`src/rtl/cpu_pkg.sv`:
```
//============================================================================
// Module   : cpu_pkg
// Desc     : Shared issue-queue and functional-unit constants and types.
// Revision : 1.0 - initial release
//============================================================================
`default_nettype none

package cpu_pkg;

    localparam int IQ_ENTRIES  = 16;
    localparam int IQ_IDX_W    = 4;
    localparam int NUM_FU      = 3;
    localparam int FU_MEM_PORT = 2;

    typedef logic [IQ_IDX_W-1:0] iq_idx_t;

endpackage

`default_nettype wire

```
`src/rtl/oldest_picker.sv`:
```
//============================================================================
// Module   : oldest_picker
// Desc     : Finds the oldest set bit of a candidate mask using an age matrix.
// Revision : 1.0 - initial release
//============================================================================
`default_nettype none

module oldest_picker
    import cpu_pkg::*;
#(
    parameter int NUM_ENTRIES = IQ_ENTRIES,
    parameter int IDX_W       = IQ_IDX_W
) (
    input  logic [NUM_ENTRIES-1:0]                  cand,
    input  logic [NUM_ENTRIES-1:0][NUM_ENTRIES-1:0] older,
    output logic                                    found,
    output logic [IDX_W-1:0]                        idx
);

    // w_beaten[c][j]: candidate j is older than candidate c
    logic [NUM_ENTRIES-1:0][NUM_ENTRIES-1:0] w_beaten;
    logic [NUM_ENTRIES-1:0]                  w_oldest;

    for (genvar c = 0; c < NUM_ENTRIES; c++) begin : g_col
        for (genvar j = 0; j < NUM_ENTRIES; j++) begin : g_row
            assign w_beaten[c][j] = cand[j] & older[j][c];
        end
        assign w_oldest[c] = cand[c] & ~(|w_beaten[c]);
    end

    always_comb begin
        idx   = '0;
        found = |w_oldest;
        for (int i = 0; i < NUM_ENTRIES; i++) begin
            if (w_oldest[i]) begin
                idx = IDX_W'(i);
            end
        end
    end

endmodule

`default_nettype wire

```
`src/rtl/issue_select_arbiter.sv`:
```
//============================================================================
// Module   : issue_select_arbiter
// Desc     : Age-ordered select/grant for 16 issue-queue entries onto 3 FUs.
//            Optional counters enabled by ISSUE_ARB_PERF_EN.
// Revision : 1.0 - initial release
//============================================================================
`default_nettype none

module issue_select_arbiter
    import cpu_pkg::*;
#(
    parameter int NUM_ENTRIES = IQ_ENTRIES,
    parameter int IDX_W       = IQ_IDX_W
) (
    input  logic                   clk,
    input  logic                   reset,
    input  logic                   alloc_valid,
    input  logic [IDX_W-1:0]       alloc_idx,
    input  logic                   alloc_mem,
    input  logic [NUM_ENTRIES-1:0] entry_ready,
    input  logic                   flush,
    input  logic [NUM_FU-1:0]      fu_ready,
    output logic [NUM_FU-1:0]      grant_valid,
    output logic [IDX_W-1:0]       grant_idx0,
    output logic [IDX_W-1:0]       grant_idx1,
    output logic [IDX_W-1:0]       grant_idx2,
    output logic [NUM_ENTRIES-1:0] issue_clear
`ifdef ISSUE_ARB_PERF_EN
    ,
    output logic [31:0]            perf_grant_cnt,
    output logic [31:0]            perf_block_cnt
`endif
);

    localparam logic [NUM_ENTRIES-1:0] c_one = NUM_ENTRIES'(1);

    logic [NUM_ENTRIES-1:0]                  r_valid;
    logic [NUM_ENTRIES-1:0]                  r_mem;
    logic [NUM_ENTRIES-1:0][NUM_ENTRIES-1:0] r_older;
    logic [NUM_FU-1:0]                       r_grant_valid;
    logic [IDX_W-1:0]                        r_grant_idx0;
    logic [IDX_W-1:0]                        r_grant_idx1;
    logic [IDX_W-1:0]                        r_grant_idx2;
    logic [NUM_ENTRIES-1:0]                  r_issue_clear;

    logic [NUM_ENTRIES-1:0]                  w_cand;
    logic [NUM_ENTRIES-1:0]                  w_cand_alu;
    logic [NUM_ENTRIES-1:0]                  w_cand1;
    logic [NUM_ENTRIES-1:0]                  w_cand2;
    logic                                    w_found0, w_found1, w_found2;
    logic [IDX_W-1:0]                        w_idx0, w_idx1, w_idx2;
    logic                                    w_pick0, w_pick1, w_pick2;
    logic [NUM_ENTRIES-1:0]                  w_mask0, w_mask1, w_mask2;
    logic [NUM_ENTRIES-1:0]                  w_clear;
    logic                                    w_alloc_ok;
    logic [NUM_ENTRIES-1:0]                  w_alloc_mask;
    logic [NUM_ENTRIES-1:0]                  w_valid_nxt;
    logic [NUM_ENTRIES-1:0]                  w_mem_nxt;
    logic [NUM_ENTRIES-1:0][NUM_ENTRIES-1:0] w_older_nxt;

    assign w_cand     = r_valid & entry_ready;
    assign w_cand_alu = w_cand & ~r_mem;

    // FU0 and FU1 take ALU ops only; FU2 (the memory port) takes anything left
    oldest_picker #(.NUM_ENTRIES(NUM_ENTRIES), .IDX_W(IDX_W)) u_pick0 (
        .cand  (w_cand_alu),
        .older (r_older),
        .found (w_found0),
        .idx   (w_idx0)
    );
    assign w_pick0 = w_found0 & fu_ready[0];
    assign w_mask0 = w_pick0 ? (c_one << w_idx0) : '0;
    assign w_cand1 = w_cand_alu & ~w_mask0;

    oldest_picker #(.NUM_ENTRIES(NUM_ENTRIES), .IDX_W(IDX_W)) u_pick1 (
        .cand  (w_cand1),
        .older (r_older),
        .found (w_found1),
        .idx   (w_idx1)
    );
    assign w_pick1 = w_found1 & fu_ready[1];
    assign w_mask1 = w_pick1 ? (c_one << w_idx1) : '0;
    assign w_cand2 = w_cand & ~w_mask0 & ~w_mask1;

    oldest_picker #(.NUM_ENTRIES(NUM_ENTRIES), .IDX_W(IDX_W)) u_pick2 (
        .cand  (w_cand2),
        .older (r_older),
        .found (w_found2),
        .idx   (w_idx2)
    );
    assign w_pick2 = w_found2 & fu_ready[FU_MEM_PORT];
    assign w_mask2 = w_pick2 ? (c_one << w_idx2) : '0;

    assign w_clear      = w_mask0 | w_mask1 | w_mask2;
    assign w_alloc_ok   = alloc_valid & ~r_valid[alloc_idx];
    assign w_alloc_mask = w_alloc_ok ? (c_one << alloc_idx) : '0;
    assign w_valid_nxt  = (r_valid & ~w_clear) | w_alloc_mask;
    assign w_mem_nxt    = (r_mem & ~w_alloc_mask) | (alloc_mem ? w_alloc_mask : '0);

    // New entry is younger than every live entry and older than none
    always_comb begin
        w_older_nxt = r_older;
        for (int a = 0; a < NUM_ENTRIES; a++) begin
            for (int b = 0; b < NUM_ENTRIES; b++) begin
                if (w_alloc_mask[b]) begin
                    w_older_nxt[a][b] = r_valid[a];
                end
                if (w_alloc_mask[a]) begin
                    w_older_nxt[a][b] = 1'b0;
                end
            end
        end
    end

    always_ff @(posedge clk or posedge reset) begin
        if (reset) begin
            r_valid       <= '0;
            r_mem         <= '0;
            r_older       <= '0;
            r_grant_valid <= '0;
            r_grant_idx0  <= '0;
            r_grant_idx1  <= '0;
            r_grant_idx2  <= '0;
            r_issue_clear <= '0;
        end else if (flush) begin
            r_valid       <= '0;
            r_older       <= '0;
            r_grant_valid <= '0;
            r_issue_clear <= '0;
        end else begin
            r_valid       <= w_valid_nxt;
            r_mem         <= w_mem_nxt;
            r_older       <= w_older_nxt;
            r_grant_valid <= {w_pick2, w_pick1, w_pick0};
            r_issue_clear <= w_clear;
            if (w_pick0) r_grant_idx0 <= w_idx0;
            if (w_pick1) r_grant_idx1 <= w_idx1;
            if (w_pick2) r_grant_idx2 <= w_idx2;
        end
    end

    assign grant_valid = r_grant_valid;
    assign grant_idx0  = r_grant_idx0;
    assign grant_idx1  = r_grant_idx1;
    assign grant_idx2  = r_grant_idx2;
    assign issue_clear = r_issue_clear;

`ifdef ISSUE_ARB_PERF_EN
    logic [31:0] r_perf_grant_cnt;
    logic [31:0] r_perf_block_cnt;
    logic        w_blocked;

    assign w_blocked = (|w_cand) & ~(w_pick0 | w_pick1 | w_pick2);

    // Counters survive flush; only reset clears them
    always_ff @(posedge clk or posedge reset) begin
        if (reset) begin
            r_perf_grant_cnt <= '0;
            r_perf_block_cnt <= '0;
        end else begin
            r_perf_grant_cnt <= r_perf_grant_cnt + 32'($countones(r_grant_valid));
            if (w_blocked) begin
                r_perf_block_cnt <= r_perf_block_cnt + 32'd1;
            end
        end
    end

    assign perf_grant_cnt = r_perf_grant_cnt;
    assign perf_block_cnt = r_perf_block_cnt;
`endif

endmodule

`default_nettype wire

```
`config.mk`:
```
export PLATFORM = sky130hd
export DESIGN_NAME = issue_select_arbiter
export DESIGN_NICKNAME = d
export VERILOG_FILES = /design/src/rtl/cpu_pkg.sv /design/src/rtl/oldest_picker.sv /design/src/rtl/issue_select_arbiter.sv
export SDC_FILE = /design/constraint.sdc
export NUM_CORES = 1
export LEC_CHECK = 0
export ABC_AREA = 1
export CORE_ASPECT_RATIO = 0.6
export CORE_UTILIZATION = 45
export CTS_CLUSTER_SIZE = 10
export DETAILED_ROUTE_END_ITERATION = 7
export SYNTH_ARGS = -nofsm -noshare
export SYNTH_HDL_FRONTEND = slang
export SYNTH_SLANG_ARGS = --single-unit
```
`constraint.sdc`:
```
create_clock -name clk -period 19.5 [get_ports clk]
set_clock_uncertainty 0.15 [all_clocks]
set_input_delay 3.9 -clock clk [delete_from_list [all_inputs] [get_ports clk]]
set_output_delay 3.9 -clock clk [all_outputs]
set_load 0.02 [all_outputs]
```
==> impl_metrics.json <==
{
  "status": "finished, violations left",
  "violations": "DRC",
  "synth.most_common_cell": "nand2_1",
  "relSlewSlack_pct": 9.17,
  "die_h_um": 160,
  "fin_setup_tns_ns": 0,
  "setup_violations": 0,
  "min_period_over_period_pct": 73.6,
  "syn-num-nets": 2613,
  "ctsHoldBuffers": 0,
  "maxCapViolCount": 0,
  "cp.required_ns": 19.77,
  "grt_pass1_vias": 20527,
  "postLayoutCellArea_um2": 20600,
  "insertion_delay_ns": 0.56,
  "max_slew.worst_pin.slew_ns": 1.35,
  "fmax_mhz": 69.7,
  "synth_seq_area_share_pct": 40.7,
  "fill_cells": 3977,
  "overflow": 0,
  "vias": 22397,
  "cts-resized-gates": 0,
  "rsz0062_at_grt": "no",
  "drt_first_iter_violations": 4611,
  "synthTopCellsByCount": "nand2_1 (791), dfrtp_1 (303), o21ai_0 (300)",
  "port_buffers": 58,
  "hold_violations": 0,
  "io_pins": 59,
  "synth.distinct_cells": 62,
  "cp-start-kind": "primary input",
  "syn_inst": 2585,
  "yosysTopAreaCellShare_pct": 40.7,
  "place_congestion": 1.18,
  "critPathKind": "primary input to register",
  "utilization_pct": 50.8,
  "drc_errors": 9,
  "critical-path-slowest-cell": "a221oi_1",
  "antenna_found_initial": 17,
  "numClockSinks": 303,
  "numCtsBuffers": 36,
  "nets": 2652,
  "synth_edf_count": 0,
  "antenna_left": 0,
  "hpwlAfterDp_um": 91900,
  "dr.pass1.iters": 8,
  "post-place-ws_ns": 5.75,
  "finalCriticalPeriod_ns": 14.35,
  "endpoint_kind": "register",
  "drive_above_1_share_pct": 9.40,
  "synth_area_per_cell_um2": 7.21,
  "yosysTopAreaCell": "dfrtp_1",
  "cts_root_buf": "clkbuf_16",
  "die_w_um": 265,
  "min_path_type": "register to register",
  "ff_latch_area_um2": 7580,
  "rows": 57,
  "crit_fanout": 13,
  "setup_slack_ns": 5.15,
  "grt_pass1_wl_um": 165000,
  "cts_max_level": 2,
  "multi_input_area_um2": 9560,
  "start_util_pct": 45.8,
  "wl_um": 122000,
  "drv_slew": 0,
  "power_mw": 1.48,
  "yosysWarnings": 0,
  "timing.hold.ws_ns": 0.342,
  "cts_tree": "built",
  "syn2layout_area_growth_pct": 10.8,
  "synth_area_um2": 18600,
  "synth_ff_type": "dfrtp_1",
  "wl_per_cell_um": 38.5,
  "powerDensity_nw_per_um2": 71.7,
  "clk_pin_slew_worst_paths_ns": 0.06,
  "dp_cells": 3117,
  "dieArea_um2": 42200,
  "ys_async_sr_fraction_pct": 100,
  "grtUsageTotal_pct": 57.0,
  "viasPerCell": 7.06,
  "power_leakage_nw": 8.89,
  "ir_worst_vdd_v": 0.0000685,
  "ys_ff_latch": 303,
  "crit_top_cell": "nand2_1",
  "postPlaceCellArea_um2": 19600,
  "grt_max_degree": 87,
  "critical-path-max-stage-delay_ns": 1.10,
  "core_area_um2": 40700,
  "post_cts_buffers": 0,
  "cp.arrival_ns": 14.62,
  "yosys-top-cells-area": "dfrtp_1 (41%), nand2_1 (16%), o21ai_0 (8.1%)",
  "stdcell_count": 3171,
  "cts_buffer_depth": 3
}
sequential cells by signal, summed over array words and instances, names as in the netlist, named ones only:
name	flops
grant_idx0	4
grant_idx2	4
r_older	240
r_valid	16
issue_clear	16
grant_idx1	4
grant_valid	3
power by group:
part           internal (mW)  switching [mW]
clock                  0.341           0.281
sequential             0.649          0.0182
combinational         0.0549           0.135
cell type report:
class	instances	area share, %
Multi-Input combinational cell	1922	46.3
Sequential cell	303	36.7
Inverter	276	5.12
Clock buffer	40	4.59
Timing Repair Buffer	85	3.77
Tap cell	531	3.22
Antenna cell	11	0.133
Clock inverter	3	0.109
cells in the final DEF (no fill, tap or decap), drive strengths merged, types with 12 or more instances in the layout:
master         instances
o21ai                324
o22ai                 45
o2111ai               31
nand3                104
clkdlybuf4s50         57
dfrtp                303
inv                  271
buf                   28
a221oi                32
nand2                824
nor3                  12
nor2                 330
a21oi                 39
clkbuf                40
o221ai                13
nand4                 97
cells by family (layout without fill, tap and decap cells):
kind of cell | count (synthesis) | count (layout) | share of synthesized area (%)
mux | 1 | 1 | 0.0604
simple gates | 1383 | 1383 | 33.6
other cells | 0 | 11 | 0
flops | 303 | 303 | 40.7
compound gates | 538 | 538 | 17.6
buf+inv | 360 | 404 | 8.03
path summary, 6_finish.rpt:
check | slack, ns | from | to | cells after the start
setup / recovery | 5.15 | entry_ready[9] | r_valid[13]$_DFF_PP0_ | 35
hold / removal | 0.34 | r_older[190]$_DFFE_PP0P_ | r_older[190]$_DFFE_PP0P_ | 2
setup reg to reg | 8.61 | r_valid[9]$_DFF_PP0_ | r_valid[13]$_DFF_PP0_ | 34
hold reg to reg | 0.34 | r_older[190]$_DFFE_PP0P_ | r_older[190]$_DFFE_PP0P_ | 2
max in group asynchronous | 13.03 | reset | grant_idx1[0]$_DFFE_PP0P_ | 4
min in group asynchronous | 3.67 | reset | r_older[213]$_DFFE_PP0P_ | 2
layer usage:
layer	vias up	global-route usage (%)	wire [um]
met5	-	2.36	217
met4	10	23.0	6190
met3	479	41.5	26000
met2	2459	67.8	42300
met1	10752	75.8	47300
li1	8697	-	-
critical path: cells and delay by family:
family / cells / cell delay, ns
and+or+nand+nor: 24 / 6.71
AOI/OAI and AO/OA: 5 / 2.44
buffers and inverters: 6 / 1.53
No activity file was read; power rests on OpenSTA's default activity.
